==> src/rtl/switch_debouncer_if.sv <==
`default_nettype none
// +--------------------------------------------------------------------------+
// | Module      : switch_debouncer_if                                        |
// | Description : Switch-bus bundle between the board pins, the debouncer    |
// |               and the downstream combinational block.                    |
// |   sw_raw     [WIDTH] raw, asynchronous switch levels from the pins       |
// |   sw_clean   [WIDTH] debounced levels (feeds downstream sw input)        |
// |   sw_changed [1]     one-cycle strobe when any sw_clean bit updates      |
// |   sw_rise    [WIDTH] per-bit 0->1 strobe (SW_DEBOUNCE_EDGE_EN only)      |
// |   sw_fall    [WIDTH] per-bit 1->0 strobe (SW_DEBOUNCE_EDGE_EN only)      |
// |   master : board / test side, drives sw_raw                              |
// |   slave  : debouncer side, drives the conditioned outputs                |
// | Revision    : 1.0  initial release                                       |
// +--------------------------------------------------------------------------+
interface switch_debouncer_if #(
  parameter int WIDTH = 4
);

  logic [WIDTH-1:0] sw_raw;
  logic [WIDTH-1:0] sw_clean;
  logic             sw_changed;
`ifdef SW_DEBOUNCE_EDGE_EN
  logic [WIDTH-1:0] sw_rise;
  logic [WIDTH-1:0] sw_fall;
`endif

`ifdef SW_DEBOUNCE_EDGE_EN
  modport master (
    output sw_raw,
    input  sw_clean,
    input  sw_changed,
    input  sw_rise,
    input  sw_fall
  );

  modport slave (
    input  sw_raw,
    output sw_clean,
    output sw_changed,
    output sw_rise,
    output sw_fall
  );
`else
  modport master (
    output sw_raw,
    input  sw_clean,
    input  sw_changed
  );

  modport slave (
    input  sw_raw,
    output sw_clean,
    output sw_changed
  );
`endif

endinterface
`default_nettype wire

==> src/rtl/switch_debouncer.sv <==
`default_nettype none
// +--------------------------------------------------------------------------+
// | Module      : switch_debouncer                                           |
// | Description : Two-flop synchroniser plus independent per-bit debounce    |
// |               for the slide-switch bus. A bit's new level is accepted    |
// |               only after the synchronised input has disagreed with the   |
// |               clean output for DEBOUNCE_CYCLES consecutive cycles.       |
// | Ports       :                                                            |
// |   clk    in  system clock, rising edge                                   |
// |   rst_n  in  synchronous active-low reset                                |
// |   bus    switch_debouncer_if.slave                                       |
// |            sw_raw in, sw_clean / sw_changed out                          |
// |            (+ sw_rise / sw_fall out when SW_DEBOUNCE_EDGE_EN)            |
// | Options     : `define SW_DEBOUNCE_EDGE_EN adds per-bit rise/fall strobes |
// | Revision    : 1.0  initial release                                       |
// +--------------------------------------------------------------------------+
module switch_debouncer #(
  parameter int WIDTH           = 4,
  parameter int DEBOUNCE_CYCLES = 1000000
) (
  input  wire logic         clk,
  input  wire logic         rst_n,
  switch_debouncer_if.slave bus
);

  // Counter only needs to reach DEBOUNCE_CYCLES-1; guarded so a degenerate
  // parameter still yields a legal one-bit vector.
  localparam int               CNT_W   = (DEBOUNCE_CYCLES > 1) ? $clog2(DEBOUNCE_CYCLES) : 1;
  localparam logic [CNT_W-1:0] CNT_MAX = CNT_W'(DEBOUNCE_CYCLES - 1);
  localparam logic [CNT_W-1:0] CNT_ONE = CNT_W'(1);

  // Synchroniser stages: nothing sits between them so the second flop has
  // a full cycle to resolve any metastability of the first.
  logic [WIDTH-1:0] sync1_q, sync1_d;
  logic [WIDTH-1:0] sync2_q, sync2_d;

  // Debounced state and per-bit stability counters.
  logic [WIDTH-1:0] sw_clean_q, sw_clean_d;
  logic [CNT_W-1:0] cnt_q [WIDTH];
  logic [CNT_W-1:0] cnt_d [WIDTH];

  // Bits whose new level is accepted on the coming edge.
  logic [WIDTH-1:0] accept;

  logic             sw_changed_q, sw_changed_d;

`ifdef SW_DEBOUNCE_EDGE_EN
  logic [WIDTH-1:0] sw_rise_q, sw_rise_d;
  logic [WIDTH-1:0] sw_fall_q, sw_fall_d;
`endif

  // ------------------------------------------------------------------------
  // Next-state logic
  // ------------------------------------------------------------------------
  always_comb begin
    sync1_d    = bus.sw_raw;
    sync2_d    = sync1_q;
    sw_clean_d = sw_clean_q;
    accept     = '0;

    for (int i = 0; i < WIDTH; i++) begin
      cnt_d[i] = '0;
      if (sync2_q[i] == sw_clean_q[i]) begin
        // Input agrees with output: any partial count (a glitch or a
        // bounce) is thrown away.
        cnt_d[i] = '0;
      end else if (cnt_q[i] == CNT_MAX) begin
        // This is the DEBOUNCE_CYCLES-th consecutive mismatch: accept. The
        // counter returns to 0 here, so it can never pass CNT_MAX.
        accept[i]     = 1'b1;
        sw_clean_d[i] = sync2_q[i];
        cnt_d[i]      = '0;
      end else begin
        cnt_d[i] = cnt_q[i] + CNT_ONE;
      end
    end

    // Registered strobe so it lines up with the first cycle the new
    // sw_clean is visible; simultaneous bit updates merge into one pulse.
    sw_changed_d = |accept;

`ifdef SW_DEBOUNCE_EDGE_EN
    // The accepted level is the new sw_clean bit, which gives the direction.
    sw_rise_d = accept & sync2_q;
    sw_fall_d = accept & ~sync2_q;
`endif
  end

  // ------------------------------------------------------------------------
  // State registers; reset wins over everything, including a running count.
  // ------------------------------------------------------------------------
  always_ff @(posedge clk) begin
    if (!rst_n) begin
      sync1_q      <= '0;
      sync2_q      <= '0;
      sw_clean_q   <= '0;
      sw_changed_q <= 1'b0;
      for (int i = 0; i < WIDTH; i++) begin
        cnt_q[i] <= '0;
      end
`ifdef SW_DEBOUNCE_EDGE_EN
      sw_rise_q    <= '0;
      sw_fall_q    <= '0;
`endif
    end else begin
      sync1_q      <= sync1_d;
      sync2_q      <= sync2_d;
      sw_clean_q   <= sw_clean_d;
      sw_changed_q <= sw_changed_d;
      for (int i = 0; i < WIDTH; i++) begin
        cnt_q[i] <= cnt_d[i];
      end
`ifdef SW_DEBOUNCE_EDGE_EN
      sw_rise_q    <= sw_rise_d;
      sw_fall_q    <= sw_fall_d;
`endif
    end
  end

  // ------------------------------------------------------------------------
  // Outputs
  // ------------------------------------------------------------------------
  assign bus.sw_clean   = sw_clean_q;
  assign bus.sw_changed = sw_changed_q;

`ifdef SW_DEBOUNCE_EDGE_EN
  assign bus.sw_rise    = sw_rise_q;
  assign bus.sw_fall    = sw_fall_q;
`endif

endmodule
`default_nettype wire

==> src/flat_wrapper.sv <==
// flat-port wrapper written by rule: the top's interface ports become plain ports
module switch_debouncer_flat 
#(
  parameter int WIDTH           = 4,
  parameter int DEBOUNCE_CYCLES = 1000000
)
  (clk, rst_n, bus_sw_raw, bus_sw_clean, bus_sw_changed);
  switch_debouncer_if #(.WIDTH(WIDTH)) bus_i ();
  input  wire logic clk;
  input  wire logic rst_n;
  input wire logic [$bits(bus_i.sw_raw)-1:0] bus_sw_raw;
  output wire logic [$bits(bus_i.sw_clean)-1:0] bus_sw_clean;
  output wire logic [$bits(bus_i.sw_changed)-1:0] bus_sw_changed;
  assign bus_i.sw_raw = bus_sw_raw;
  assign bus_sw_clean = bus_i.sw_clean;
  assign bus_sw_changed = bus_i.sw_changed;
  switch_debouncer #(.WIDTH(WIDTH), .DEBOUNCE_CYCLES(DEBOUNCE_CYCLES)) u_core (.clk(clk), .rst_n(rst_n), .bus(bus_i));
endmodule
==> config.mk <==
export PLATFORM = sky130hd
export DESIGN_NAME = switch_debouncer_flat
export DESIGN_NICKNAME = d
export VERILOG_FILES = /design/src/rtl/switch_debouncer_if.sv /design/src/rtl/switch_debouncer.sv /design/src/flat_wrapper.sv
export SDC_FILE = /design/constraint.sdc
export NUM_CORES = 1
export LEC_CHECK = 0
export CORE_MARGIN = 10
export CORE_UTILIZATION = 55
export DETAILED_ROUTE_END_ITERATION = 8
export DONT_BUFFER_PORTS = 1
export PLACE_DENSITY = 0.8
export RECOVER_POWER = 50
export SLEW_MARGIN = 25
export SYNTH_ARGS = -nofsm -noshare
export SYNTH_HDL_FRONTEND = slang
export SYNTH_SLANG_ARGS = --single-unit
export TNS_END_PERCENT = 30
==> constraint.sdc <==
create_clock -name clk -period 3.3 [get_ports clk]
set_clock_uncertainty 0.05 [all_clocks]
set_input_delay 0 -clock clk [delete_from_list [all_inputs] [get_ports clk]]
set_output_delay 0 -clock clk [all_outputs]
set_load 0.01 [all_outputs]
Word-level counts from Yosys, hierarchy flattened:

Memory sizes are Yosys's and may differ from the RTL's.
Index checks and enable logic that the tools add are counted.

* add/sub/neg operators: 4
* equality and inequality tests: 8
* muxes and demuxes: 22
* bitwise operators: 8
* reductions and logical operators: 5

Operators with widths (count)
* $mux 20: 12
* $add 20x1->20 const B: 4
* $eq 20x20->1 const B: 4
* $mux 1: 10
* $reduce_and 2->1: 4
* $eq 1x1->1: 4
* $not 1->1: 4
* $or 1x1->1: 4
* $reduce_or 4->1: 1

* bits in registers: 13
* RAM bits: 80
* bits of input ports: 6
* output and inout port bits: 5
* word-level logic and storage cells: 55
* memories: 1

Memory list
* u_core.cnt_q: depth 4, bits a word 20, read ports 4, clocked after Yosys merged registers in 0, write ports 4, RTL line switch_debouncer.sv:39 `logic [CNT_W-1:0] cnt_q [WIDTH];`

Logic depth before layout (Yosys ltp):

* word-level depth: 4
* gate-level depth with buffers: 7
* mapped depth without buffers: 5

Worst setup path after synthesis:

Ideal clock, no wire load.

* kind: reg2reg
* start: memory u_core.cnt_q[0][50] (netlist name)
* end: memory u_core.cnt_q[0][42] (netlist name)
* library setup time: 115 ps
* arrival: 1807 ps
* path slack: 1328 ps
* cell stages (with the launch flop): 6
* cell sequence: dfxtp_1 > or4b_1 > or4_4 > o21bai_4 > buf_6 > nor2_1

RTL lines (RTL line)
* start: declaration: switch_debouncer.sv:39

==> key figures <==
Status
  – Status: completed

CTS
  – CTS H-tree depth: 3
  – Post-CTS Setup Bufs: 0
  – Clk root buf: clkbuf_8
  – CTS-repair resized insts: 0
  – CTS tree: done
  – # hold bufs at CTS: 5
  – CTS Buf Count: 9
  – Worst-path clk slew: ~0.1 ns
  – CTS Buffer Depth: 2
  – Clock Latency Late Sink: approximately 0.36 ns
  – CTS sink count: a little over 90

Timing
  – Tmin final: 2.514 ns
  – Fmax: around 400 MHz
  – # setup viols final: 0
  – RSZ-0062 raised after global routing: false
  – Rel. slew slack: 43.91%
  – Hold_ws: 0.2523 ns
  – Period utilization: 76.18%
  – Max-slew violation total from the final report: 0
  – Worst slew pin tran: 0.8413 ns
  – Final-report hold violation count: 0
  – Setup TNS: 0 ns

Critical path
  – Worst Setup Start Kind: flip-flop
  – Required @ worst endpoint: 3.46 ns
  – Critical-path cell list: or4b_1 > or4_1 > o21ai_0 > clkbuf_1 > nor2_1
  – Buf/Inv on CP: 1
  – Worst path max stage delay: 0.66 ns
  – Crit path max-delay cell type: clkbuf_1
  – CP endpoint kind: flip-flop
  – R2R Path Start: u_core.cnt_q[0][15]
  – CP Class: flip-flop to flip-flop
  – WP data arrival: 2.68 ns
  – Worst-path fanout max: 20
  – R2R setup slack: 0.79 ns
  – Critical R2R Capture: u_core.cnt_q[0][9]
  – CP delay by family, top: simple AND/OR/NAND/NOR gates
  – R2R cell count: 5

Die
  – Initial Util: 56.57%
  – Die X: 106.6 um
  – Die Area: 11360 um^2
  – Die height: 106.6 um
  – CORE AREA: between 7000 and 8000 um^2
  – IO Count: 11
  – # rows: 31

Drt
  – Remaining antenna violation count: 0
  – DR vias: 3345
  – Drt total wl: 7859 um
  – Post-DR vias/cell: 5.747
  – Drt pass-1 iters: 4
  – DRC Markers: 0
  – Initial drt markers: 118
  – Routed len/inst: 13.50 um

Hold path
  – Min-Delay Path Depth: 2
  – Hold WC Path Type: input pin to flip-flop
  – Worst Hold Path EP: u_core.sync1_q[1]
  – Worst Hold Launch: bus_sw_raw[1]

Global routing
  – Congestion Overflow GR: 0
  – Initial antenna violation count: 0
  – Largest net degree at the start of global routing: 21
  – GRT Resource Usage Total: 14.08%
  – First-pass GRT wire length: 13720 um
  – Vias in the first global route: 3162

Placement
  – DP Wirelength: 5480 um
  – Port buffer count: 0
  – GP Congestion: around 0.85
  – Cells after DPL: 561

Layout
  – Final net count: ~500
  – Share of cells above drive strength 1: 4.762%
  – Most frequent cells in the layout: dfxtp_1 (93), nor2_1 (58), nand3_1 (33)
  – Synthesis-to-layout area growth: 7.825%
  – Commonest non-fill, non-tap cell in the layout: dfxtp_1
  – Final instance count without filler cells: between 500 and 600
  – Ant. Diodes: 0
  – Fillers: 656

Power
  – Internal: 1.497 mW
  – Combinational Power Share: 1.3%
  – Power per Cell Area: 434.1 nW/um^2
  – Net Sw Power: 434.5 uW
  – Share of power burned in the clock network: 40.2%
  – Sw Ratio: 22.50%
  – LEAKAGE: 1.311 nW
  – Peak supply drop: 0.0002313 V
  – Sequential share of power: 58.5%

Synth
  – Post-Syn Nets: 484
  – Synth area leaders: dfxtp_1 (45%), xor2_1 (5.7%), nor2_1 (5.3%)
  – Area share of the largest cell type after synthesis: 45.13%
  – Yosys top cell by area: dfxtp_1
  – Synth Register Bits: 93
  – Sequential area share after synthesis: 45.13%
  – Synth unique cells: 40
  – Synthesized area: approximately 4100 um^2
  – Average size of a mapped cell: 8.703 um^2
  – Synth warn: 0
  – Synth Instances: 474

Run
  – Max Cap Violations: 0
[sequential cells by signal, summed over array words and instances (netlist names)]
| name | cells |
|---|---|
| u_core.bus.sw_changed | 1 |
| u_core.bus.sw_clean | 4 |
| u_core.cnt_q | 80 |
| u_core.sync1_q | 4 |
| u_core.sync2_q | 4 |
[how the worst max path moves through the flow]
| stage | start | end | slack [ns] | cells after the start |
|---|---|---|---|---|
| 6_report | u_core.cnt_q[0][15] | u_core.cnt_q[0][9] | 0.79 | 5 |
| 5_1_grt | u_core.cnt_q[0][0] | u_core.cnt_q[0][9] | 0.61 | 6 |
| 4_1_cts | u_core.cnt_q[0][20] | u_core.cnt_q[0][28] | 0.98 | 6 |
| 3_5_place_dp | u_core.cnt_q[0][20] | u_core.cnt_q[0][33] | 1.01 | 6 |
| 3_3_place_gp | u_core.cnt_q[0][20] | u_core.cnt_q[0][31] | 1.10 | 6 |
| 2_1_floorplan | u_core.cnt_q[0][50] | u_core.cnt_q[0][42] | 1.33 | 5 |
[area by class of cell]
| class | count | area, um^2 | area share (%) |
|---|---|---|---|
| Clock buffer | 9 | 123.9 | 2.785 |
| Clock inverter | 7 | 81.33 | 1.828 |
| Inverter | 13 | 48.80 | 1.097 |
| Multi-Input combinational cell | 354 | 2147 | 48.27 |
| Sequential cell | 93 | 1862 | 41.86 |
| Tap cell | 99 | 123.9 | 2.785 |
| Timing Repair Buffer | 7 | 61.31 | 1.378 |
[layer usage]
layer	GRT usage, %	wire length [um]	vias up
met3	2.874	291	10
met5	0	0	-
met1	17.18	3758	1576
li1	-	-	1706
met4	5.996	85	0
met2	23.57	3723	53
[synth_stat cells (all sizes together)]
master  number
nor4b        3
a211o        1
o31ai       11
nand4       22
xnor2       21
nand3       34
a21oi       31
or4         15
dfxtp       93
nor3         6
clkbuf       9
or3         18
xor2        27
and3        10
inv         13
nor2        58
nand2       26
or3b         1
a31o         1
nand2b       1
o21bai       1
ha           4
a21boi       1
o21a         1
buf          5
o21ai       21
and2        18
or4b         5
nor4bb       1
nor4         7
and4b        1
and4         7
or2          1
[power groups by stage]
stage	sequential, mW	clock [mW]	combinational, mW
after floorplan	1.16	0	0.0168
after global placement	1.16	0	0.0183
after detailed placement	1.16	0	0.0190
after CTS	1.13	0.795	0.0251
after global routing	1.13	0.839	0.0270
final	1.13	0.776	0.0243
[stage by stage]
stage          power, mW  instance area, um^2  setup slack (ns)  utilization (%)
2_1_floorplan      1.173                 4125             1.328                -
3_3_place_gp       1.175                 4200             1.103            57.60
3_5_place_dp       1.176                 4200             1.007            57.60
4_1_cts            1.951                 4456            0.9840            61.10
5_1_grt            1.998                 4448            0.6105            61.00
6_report           1.931                 4448            0.7861            61.00
[cell families (layout without fill, tap and decap cells)]
family,count (synthesis),count (layout),share of synthesized area (%)
xor+xnor,48,48,10.19
simple gates,234,234,31.18
compound gates,68,68,9.554
flops,93,93,45.13
fa+ha+maj,4,4,1.213
buf+inv,27,36,2.730
No activity file was read; power rests on OpenSTA's default activity.
